`src/rtl/fetch_pkg.sv`:
```
// Shared types and constants for the instruction-fetch stage.
package fetch_pkg;

  localparam int          INSTR_BYTES       = 4;
  localparam logic [31:0] NOP_INSTR_DEFAULT = 32'h0000_0013;

  // Occupancy of the IF/ID register; this is the only control state in the stage.
  typedef enum logic {
    ST_EMPTY = 1'b0,
    ST_FULL  = 1'b1
  } fetch_state_e;

  typedef struct packed {
    logic [31:0] pc;
    logic [31:0] instr;
    logic [31:0] pc_plus4;
  } if_id_t;

  function automatic logic [31:0] pc_inc(input logic [31:0] pc);
    return pc + 32'(INSTR_BYTES);
  endfunction

  function automatic logic [31:0] word_align(input logic [31:0] addr);
    return {addr[31:2], 2'b00};
  endfunction

endpackage

```
`src/rtl/fetch_stage.sv`:
```
// Instruction-fetch stage: PC, memory address, and the IF/ID register with valid/ready to decode.
// Optional perf counters are compiled in when FETCH_PERF_EN is defined.
module fetch_stage
  import fetch_pkg::*;
#(
  parameter logic [31:0] RESET_PC  = 32'h0000_0000,
  parameter logic [31:0] NOP_INSTR = NOP_INSTR_DEFAULT
) (
  input  logic        clk,
  input  logic        rst,
  output logic [31:0] imem_addr,
  input  logic [31:0] imem_instr,
  input  logic        redirect_valid,
  input  logic [31:0] redirect_pc,
  output logic        id_valid,
  input  logic        id_ready,
  output logic [31:0] id_pc,
  output logic [31:0] id_instr,
  output logic [31:0] id_pc_plus4,
  output logic        misalign_flag
`ifdef FETCH_PERF_EN
  ,
  output logic [31:0] perf_fetched,
  output logic [31:0] perf_stalls
`endif
);

  fetch_state_e state_p1, state_nxt;
  logic [31:0]  pc_p0, pc_nxt;
  if_id_t       if_id_p1, if_id_nxt;
  logic         misalign_q, misalign_nxt;
  logic         adv;

  // Stage 0: program counter addresses the memory directly
  assign imem_addr = pc_p0;

  always_comb begin
    state_nxt    = state_p1;
    pc_nxt       = pc_p0;
    if_id_nxt    = if_id_p1;
    misalign_nxt = misalign_q;
    adv          = (state_p1 == ST_EMPTY) || id_ready;

    if (redirect_valid) begin
      // Wrong-path word is flushed; id_pc/id_pc_plus4 keep their last values.
      state_nxt       = ST_EMPTY;
      pc_nxt          = word_align(redirect_pc);
      if_id_nxt.instr = NOP_INSTR;
      if (redirect_pc[1:0] != 2'b00) begin
        misalign_nxt = 1'b1;
      end
    end else if (adv) begin
      state_nxt          = ST_FULL;
      if_id_nxt.pc       = pc_p0;
      if_id_nxt.instr    = imem_instr;
      if_id_nxt.pc_plus4 = pc_inc(pc_p0);
      pc_nxt             = pc_inc(pc_p0);
    end
  end

  always_ff @(posedge clk) begin
    if (rst) begin
      state_p1   <= ST_EMPTY;
      pc_p0      <= word_align(RESET_PC);
      if_id_p1   <= '{pc: 32'h0, instr: NOP_INSTR, pc_plus4: 32'h0};
      misalign_q <= 1'b0;
    end else begin
      state_p1   <= state_nxt;
      pc_p0      <= pc_nxt;
      if_id_p1   <= if_id_nxt;
      misalign_q <= misalign_nxt;
    end
  end

  // Stage 1: IF/ID register presented to decode
  assign id_valid      = (state_p1 == ST_FULL);
  assign id_pc         = if_id_p1.pc;
  assign id_instr      = if_id_p1.instr;
  assign id_pc_plus4   = if_id_p1.pc_plus4;
  assign misalign_flag = misalign_q;

`ifdef FETCH_PERF_EN
  function automatic logic [31:0] sat_inc(input logic [31:0] v);
    return (v == 32'hFFFF_FFFF) ? v : v + 32'd1;
  endfunction

  logic [31:0] fetched_q, stalls_q;

  always_ff @(posedge clk) begin
    if (rst) begin
      fetched_q <= 32'h0;
      stalls_q  <= 32'h0;
    end else begin
      if (id_valid && id_ready) begin
        fetched_q <= sat_inc(fetched_q);
      end
      if (id_valid && !id_ready) begin
        stalls_q <= sat_inc(stalls_q);
      end
    end
  end

  assign perf_fetched = fetched_q;
  assign perf_stalls  = stalls_q;
`endif

endmodule

```
`config.mk`:
```
export PLATFORM = sky130hd
export DESIGN_NAME = fetch_stage
export DESIGN_NICKNAME = d
export VERILOG_FILES = /design/src/rtl/fetch_pkg.sv /design/src/rtl/fetch_stage.sv
export SDC_FILE = /design/constraint.sdc
export NUM_CORES = 1
export LEC_CHECK = 0
export CORE_MARGIN = 10
export CORE_UTILIZATION = 45
export DETAILED_ROUTE_END_ITERATION = 8
export HOLD_SLACK_MARGIN = 0.1
export PLACE_DENSITY = 0.8
export SYNTH_ARGS = -nofsm -noshare
export SYNTH_HDL_FRONTEND = slang
export SYNTH_SLANG_ARGS = --single-unit
```
`constraint.sdc`:
```
create_clock -name clk -period 2.46 [get_ports clk]
set_input_delay 0.492 -clock clk [delete_from_list [all_inputs] [get_ports clk]]
set_output_delay 0.492 -clock clk [all_outputs]
set_load 0.03 [all_outputs]
```
==> reports/results.tsv, run 1 <==
stage	metric	value	unit
cells_and_area	fin_area	8110	um2
power_and_ir_drop	power.density	669	nW/um2
floorplan	dieWidth	132	um
logic_synthesis	synth_cell_types	43	
placement	gp_congestion	0.874	
placement	dpl_worst_slack	116	ps
critical_path	criticalPathCategory	reg2out	
routing	dr.pass1.iters	5	
cells_and_area	nFillCells	983	
routing	drtAntennaViolNets	0	
cells_and_area	layout-drive-gt1-share	7.75	%
floorplan	core_area	12200	um2
sta	max_freq	439	MHz
critical_path	critical_path.max_fanout	9	
floorplan	die_area	17400	um2
clocking	clk_pin_slew	50	ps
clocking	insertion_delay	410	ps
sta	rsz0062_at_grt	no	
grt	grt_pass1_wl	28700	um
sta	tightest_slew	587	ps
floorplan	die_h	132	um
floorplan	start_util	46.4	%
clocking	clockRootBuffer	clkbuf_16	
logic_synthesis	synth_seq_cells	124	
job	maxCapViolations	0	
cells_and_area	syn2layout_area_growth	43.7	%
placement	dp_hpwl	13300	um
logic_synthesis	synth_enable_flop_cells	0	
sta	finalSetupTns	0	ps
critical_path	cp_cell_sequence	clkdlybuf4s50_1	
sta	hold_viol_final	0	
placement	dpl-instance-area	7570	um2
power_and_ir_drop	p_leak	3.11	nW
critical_path	worst-path-buf-inv	1	
logic_synthesis	synthTopCellsByArea	dfxtp_1 (44%), nand2_1 (9.4%), a21oi_1 (7.3%)	
sta	drv_slew	0	
grt	grtUsageTotal	20.0	%
clocking	clockBufferDepth	2	
logic_synthesis	synth.yosys.warnings	0	
sta	period_share	92.5	%
logic_synthesis	syn_area	5640	um2
sta	layout_min_cycle_time	2280	ps
clocking	numCtsBuffers	17	
placement	portBuffers	191	
min_path	hp-class	in2reg	
sta	worst_clock_skew	7.61	ps
floorplan	io_pins	198	
grt	grt_max_degree	53	
sta	worst_slack	184	ps
logic_synthesis	yosysMostFrequentCell	nand2_1	
clocking	cts_tree	yes	
logic_synthesis	synthCells	683	
critical_path	critPathCaptureType	output port	
clocking	post_cts_buffers	0	
grt	gr-total-overflow	0	
sta	setup_violations	0	
power_and_ir_drop	irDropWorstVdd	485	uV
routing	drt_iter0_markers	356	
critical_path	worst_path_max_delay_cell	clkdlybuf4s50_1	
logic_synthesis	yosysTopAreaCellShare	44.0	%
logic_synthesis	synth_common_cells	nand2_1 (142), dfxtp_1 (124), a21oi_1 (82)	
clocking	htreeDepth	4	
clocking	cts_hold_buf	0	
critical_path	cpLargestDelayFamily	buffers and inverters	
logic_synthesis	ys_seq_area_share	44.0	%
critical_path	cp.required	1970	ps
logic_synthesis	async_flop_share	0	%
sta	relSlewSlack	60.9	%
clocking	cts.sink_count	124	
clocking	cts_resized	0	
grt	grt_pass1_vias	5544	
cells_and_area	final_nets	924	
status	status	finished clean	
logic_synthesis	yosysTopAreaCell	dfxtp_1	
routing	vias_per_cell	5.28	
critical_path	startpoint_type	register	
cells_and_area	diodes	0	
routing	drc_errors	0	
logic_synthesis	synth-main-ff-cell	dfxtp_1	
routing	wl_per_cell	17.2	um
grt	antenna_found_initial	0	
logic_synthesis	syn_avg_cell_area	8.26	um2
routing	vias	5452	
power_and_ir_drop	p_total	0.00543	W
floorplan	std_cell_rows	40	
critical_path	max_stage_delay	770	ps
routing	drt_wl_total	17800	um
critical_path	arrival	1780	ps
-- state kept, by name (all words and copies together) (netlist names) --
signal and cells:
id_instr 32, imem_addr 30, id_pc_plus4 30, id_valid 1, id_pc 30, misalign_flag 1
-- kinds of logic (layout without fill, tap and decap cells) --
group	count (synthesis)	after routing	share of synthesized area (%)
DFF	124	124	44.0
xor gates and xnor gates	48	48	7.45
other	1	6	0.0665
buffers and inverters	86	263	8.56
adders and majority gates	1	1	0.222
muxes	8	8	1.44
and+or+nand+nor	277	277	23.8
AOI/OAI and AO/OA	138	138	14.5
-- per-layer routing --
layer  wire length [um]  global-route usage [%]  up-vias
met5                  0                       0        -
met4                234                    6.61        0
met3               2240                    11.2       21
met2               8470                    33.1      257
met1               6850                    21.1     2554
li1                   -                       -     2620
-- worst paths after layout --
path                 startpoint  cells past startpoint            end  slack, ps
setup / recovery  imem_addr[14]                      1  imem_addr[14]        180
hold / removal              rst                      2   imem_addr[4]        440
setup reg to reg   imem_addr[9]                      5  imem_addr[27]        330
hold reg to reg    id_instr[20]                      2   id_instr[20]        450
-- metrics by stage --
stage	utilization [%]	hold WS (ps)	instances
after global routing	66.7	438	1033
after floorplan	-	568	688
after detailed placement	62.3	445	1004
after global placement	62.3	434	1004
after CTS	66.7	425	1033
final	66.7	438	1033
-- cell type report --
cell class	count	area, um2	area share [%]
multi-input combinational	478	2710	33.5
timing repair buffer	212	2090	25.7
clock inverter	1	5.00	0.0617
sequential	124	2480	30.6
inverter	22	82.6	1.02
tap	168	210	2.59
clock buffer	28	527	6.50
-- power breakdown --
part           switching, W  total, W  leakage, nW  internal, W
clock              0.000819   0.00225        0.262      0.00143
sequential         0.000100   0.00223         1.02      0.00213
combinational      0.000538  0.000952         1.83     0.000414
-- placed cells by master, fill, tap and decap left out, types with 3 or more instances in the layout --
cell / n
clkdlybuf4s50_1: 189
nand2_1: 142
dfxtp_1: 124
a21oi_1: 82
nor2_1: 43
xor2_1: 25
xnor2_1: 23
nor3_1: 22
inv_1: 22
a211oi_1: 21
buf_4: 20
o21a_1: 18
clkbuf_16: 17
nand3_1: 15
o21ai_0: 10
nand4_1: 9
mux2i_1: 7
or3_1: 7
nor4_1: 6
conb_1: 6
clkbuf_8: 6
and4_1: 5
nor2b_1: 5
a311oi_1: 5
clkbuf_1: 5
and3_1: 3
nand4_4: 3
nor4_2: 3
Power figures use the tool's default switching activity.
==> inputs of run 2 (changes only) <==
--- a/config.mk
+++ b/config.mk
@@ -5,6 +5,7 @@
 export SDC_FILE = /design/constraint.sdc
 export NUM_CORES = 1
 export LEC_CHECK = 0
+export CORE_ASPECT_RATIO = 1.1
 export CORE_MARGIN = 10
 export CORE_UTILIZATION = 45
 export DETAILED_ROUTE_END_ITERATION = 8
==> run 2 against run 1 <==
  * Cell count down 1.5%
  * Highest routed layer unchanged
  * Via count shrank 0.22%
  * Largest power group unchanged
  * Setup slack lost 46 ps
  * Global-route usage about the same
==> reports/results.tsv, run 2 (same netlist as run 1, synthesis figures left out) <==
stage	metric	value	unit	change
status	status	finished clean		unchanged
sta	setup_violations	0		unchanged
sta	period_share	94.4	%	was 92.5%
clocking	cts_tree	yes		unchanged
sta	max_freq	431	MHz	was 439 MHz
critical_path	critPathCaptureType	output port		unchanged
grt	grt_pass1_vias	5557		was 5,544
routing	vias_per_cell	5.34		was 5.28
cells_and_area	diodes	0		unchanged
critical_path	cp.required	1970	ps	about the same
grt	antenna_found_initial	0		unchanged
routing	drt_iter0_markers	454		was 356
cells_and_area	regArea	2480	um2	unchanged
sta	rsz0062_at_grt	no		unchanged
clocking	clockBufferDepth	2		unchanged
floorplan	io_pins	198		unchanged
critical_path	max_stage_delay	780	ps	was 770 ps
job	maxCapViolations	0		unchanged
grt	gr-total-overflow	0		unchanged
min_path	hp-class	reg2reg		was in2reg
clocking	cts_hold_buf	0		unchanged
sta	tightest_slew	578	ps	was 587 ps
sta	worst_clock_skew	6.82	ps	was 7.61 ps
cells_and_area	nFillCells	987		was 983
floorplan	die_area	17400	um2	about the same
sta	layout_min_cycle_time	2320	ps	was 2280 ps
cells_and_area	multi_input_area	2710	um2	unchanged
clocking	clockRootBuffer	clkbuf_16		unchanged
critical_path	worst-path-buf-inv	1		unchanged
floorplan	std_cell_rows	42		was 40
routing	wl_per_cell	17.6	um	was 17.2 um
floorplan	die_h	137	um	was 132 um
clocking	numCtsBuffers	17		unchanged
placement	gp_congestion	0.809		was 0.874
sta	hold-worst-slack	451	ps	was 438 ps
cells_and_area	layout_common_cells	clkdlybuf4s50_1 (189), nand2_1 (142), dfxtp_1 (124)		unchanged
grt	grt_pass1_wl	28600	um	was 28,700 um
clocking	clk_pin_slew	50	ps	about the same
clocking	cts_resized	0		unchanged
routing	drtAntennaViolNets	0		unchanged
floorplan	dieWidth	127	um	was 132 um
sta	hold_viol_final	0		unchanged
clocking	post_cts_buffers	0		unchanged
routing	drt_wl_total	17900	um	was 17,800 um
critical_path	startpoint_type	register		unchanged
cells_and_area	syn2layout_area_growth	43.9	%	was 43.7%
critical_path	arrival	1830	ps	was 1780 ps
critical_path	cp_cell_sequence	clkdlybuf4s50_1		unchanged
critical_path	criticalPathCategory	reg2out		unchanged
clocking	htreeDepth	4		unchanged
power_and_ir_drop	power.density	688	nW/um2	was 669 nW/um2
sta	finalSetupTns	0	ps	unchanged
placement	dp_hpwl	13100	um	was 13,300 um
placement	portBuffers	191		unchanged
sta	relSlewSlack	61.5	%	was 60.9%
power_and_ir_drop	p_leak	3.12	nW	was 3.11 nW
critical_path	worst_path_max_delay_cell	clkdlybuf4s50_1		unchanged
cells_and_area	layout-drive-gt1-share	7.75	%	about the same
critical_path	cpLargestDelayFamily	buffers and inverters		unchanged
critical_path	critical_path.max_fanout	9		unchanged
clocking	insertion_delay	410	ps	about the same
cells_and_area	largest_register_ffs	32		unchanged
grt	grt_max_degree	56		was 53
clocking	cts.sink_count	124		unchanged
power_and_ir_drop	irDropWorstVdd	407	uV	was 485 uV
routing	drc_errors	0		unchanged
floorplan	start_util	46.5	%	was 46.4%
grt	grtUsageTotal	20.0	%	about the same
cells_and_area	final_common_cell	clkdlybuf4s50_1		unchanged
routing	vias	5440		was 5,452
routing	dr.pass1.iters	6		was 5
sta	drv_slew	0		unchanged
cells_and_area	final_nets	921		was 924
floorplan	core_area	12100	um2	was 12,200 um2
[run 2: cell count changes in the layout (fill, tap and decap cells not counted)]
cell        change
buf_12          +2
clkinvlp_4      +1
bufinv_16       +2
clkbuf_8        -4
clkinv_2        +4
clkbuf_1        -1
buf_4           -5
[run 2: metal layers]
| layer | part of all wire (%) | GRT usage [%] | vias up | wire length (um) |
|---|---|---|---|---|
| li1 | - | - | 2616 | - |
| met1 | 37 | 21.2 | 2535 | 6670 |
| met2 | 48 | 34.0 | 264 | 8660 |
| met3 | 13 | 10.2 | 25 | 2290 |
| met4 | 1.5 | 6.71 | 0 | 272 |
| met5 | 0 | 0 | - | 0 |
[run 2: worst register-to-register path, stage by stage, from the launching register on]
cell,delay (ps)
dfxtp_1,430
and4_1,540
nand4_4,330
nor4_1,320
mux2_2,380
nor3_1,120
[run 2: path summary, 6_finish.rpt]
check	startpoint	endpoint	slack, ps	cells after the start
setup / recovery	imem_addr[14]	imem_addr[14]	140	1
hold / removal	id_pc[3]	id_pc[3]	450	2
setup reg to reg	imem_addr[9]	imem_addr[27]	270	5
hold reg to reg	id_pc[3]	id_pc[3]	450	2
[run 2: layout make-up]
type	count	area share [%]
Inverter	22	1.02
Sequential cell	124	30.6
Clock buffer	23	5.76
Timing Repair Buffer	209	25.7
Tap cell	154	2.37
Multi-Input combinational cell	478	33.4
Clock inverter	8	1.14
[run 2: power breakdown]
part	total [W]	leakage [nW]	switching [W]	internal [W]
sequential	0.00223	1.02	0.000105	0.00212
combinational	0.000947	1.82	0.000532	0.000415
clock	0.00241	0.277	0.000879	0.00153
[run 2: stage by stage]
stage               utilization [%]  std cells  worst slack, ps  cell area, um2  total power, W
floorplan                         -        688              444            5660         0.00280
global placement               62.3        987              246            7560         0.00320
detailed placement             62.3        987              181            7560         0.00322
CTS                            66.9       1018              144            8120         0.00561
global route                   66.9       1018              109            8120         0.00578
finish                         66.9       1018              138            8120         0.00558
==> inputs of run 3 (changes only) <==
--- a/config.mk
+++ b/config.mk
@@ -11,6 +11,7 @@
 export DETAILED_ROUTE_END_ITERATION = 8
 export HOLD_SLACK_MARGIN = 0.1
 export PLACE_DENSITY = 0.8
+export SLEW_MARGIN = 20
 export SYNTH_ARGS = -nofsm -noshare
 export SYNTH_HDL_FRONTEND = slang
 export SYNTH_SLANG_ARGS = --single-unit
==> results of run 3 <==
No change in the layout: final DEF, timing and power equal those of run 2.
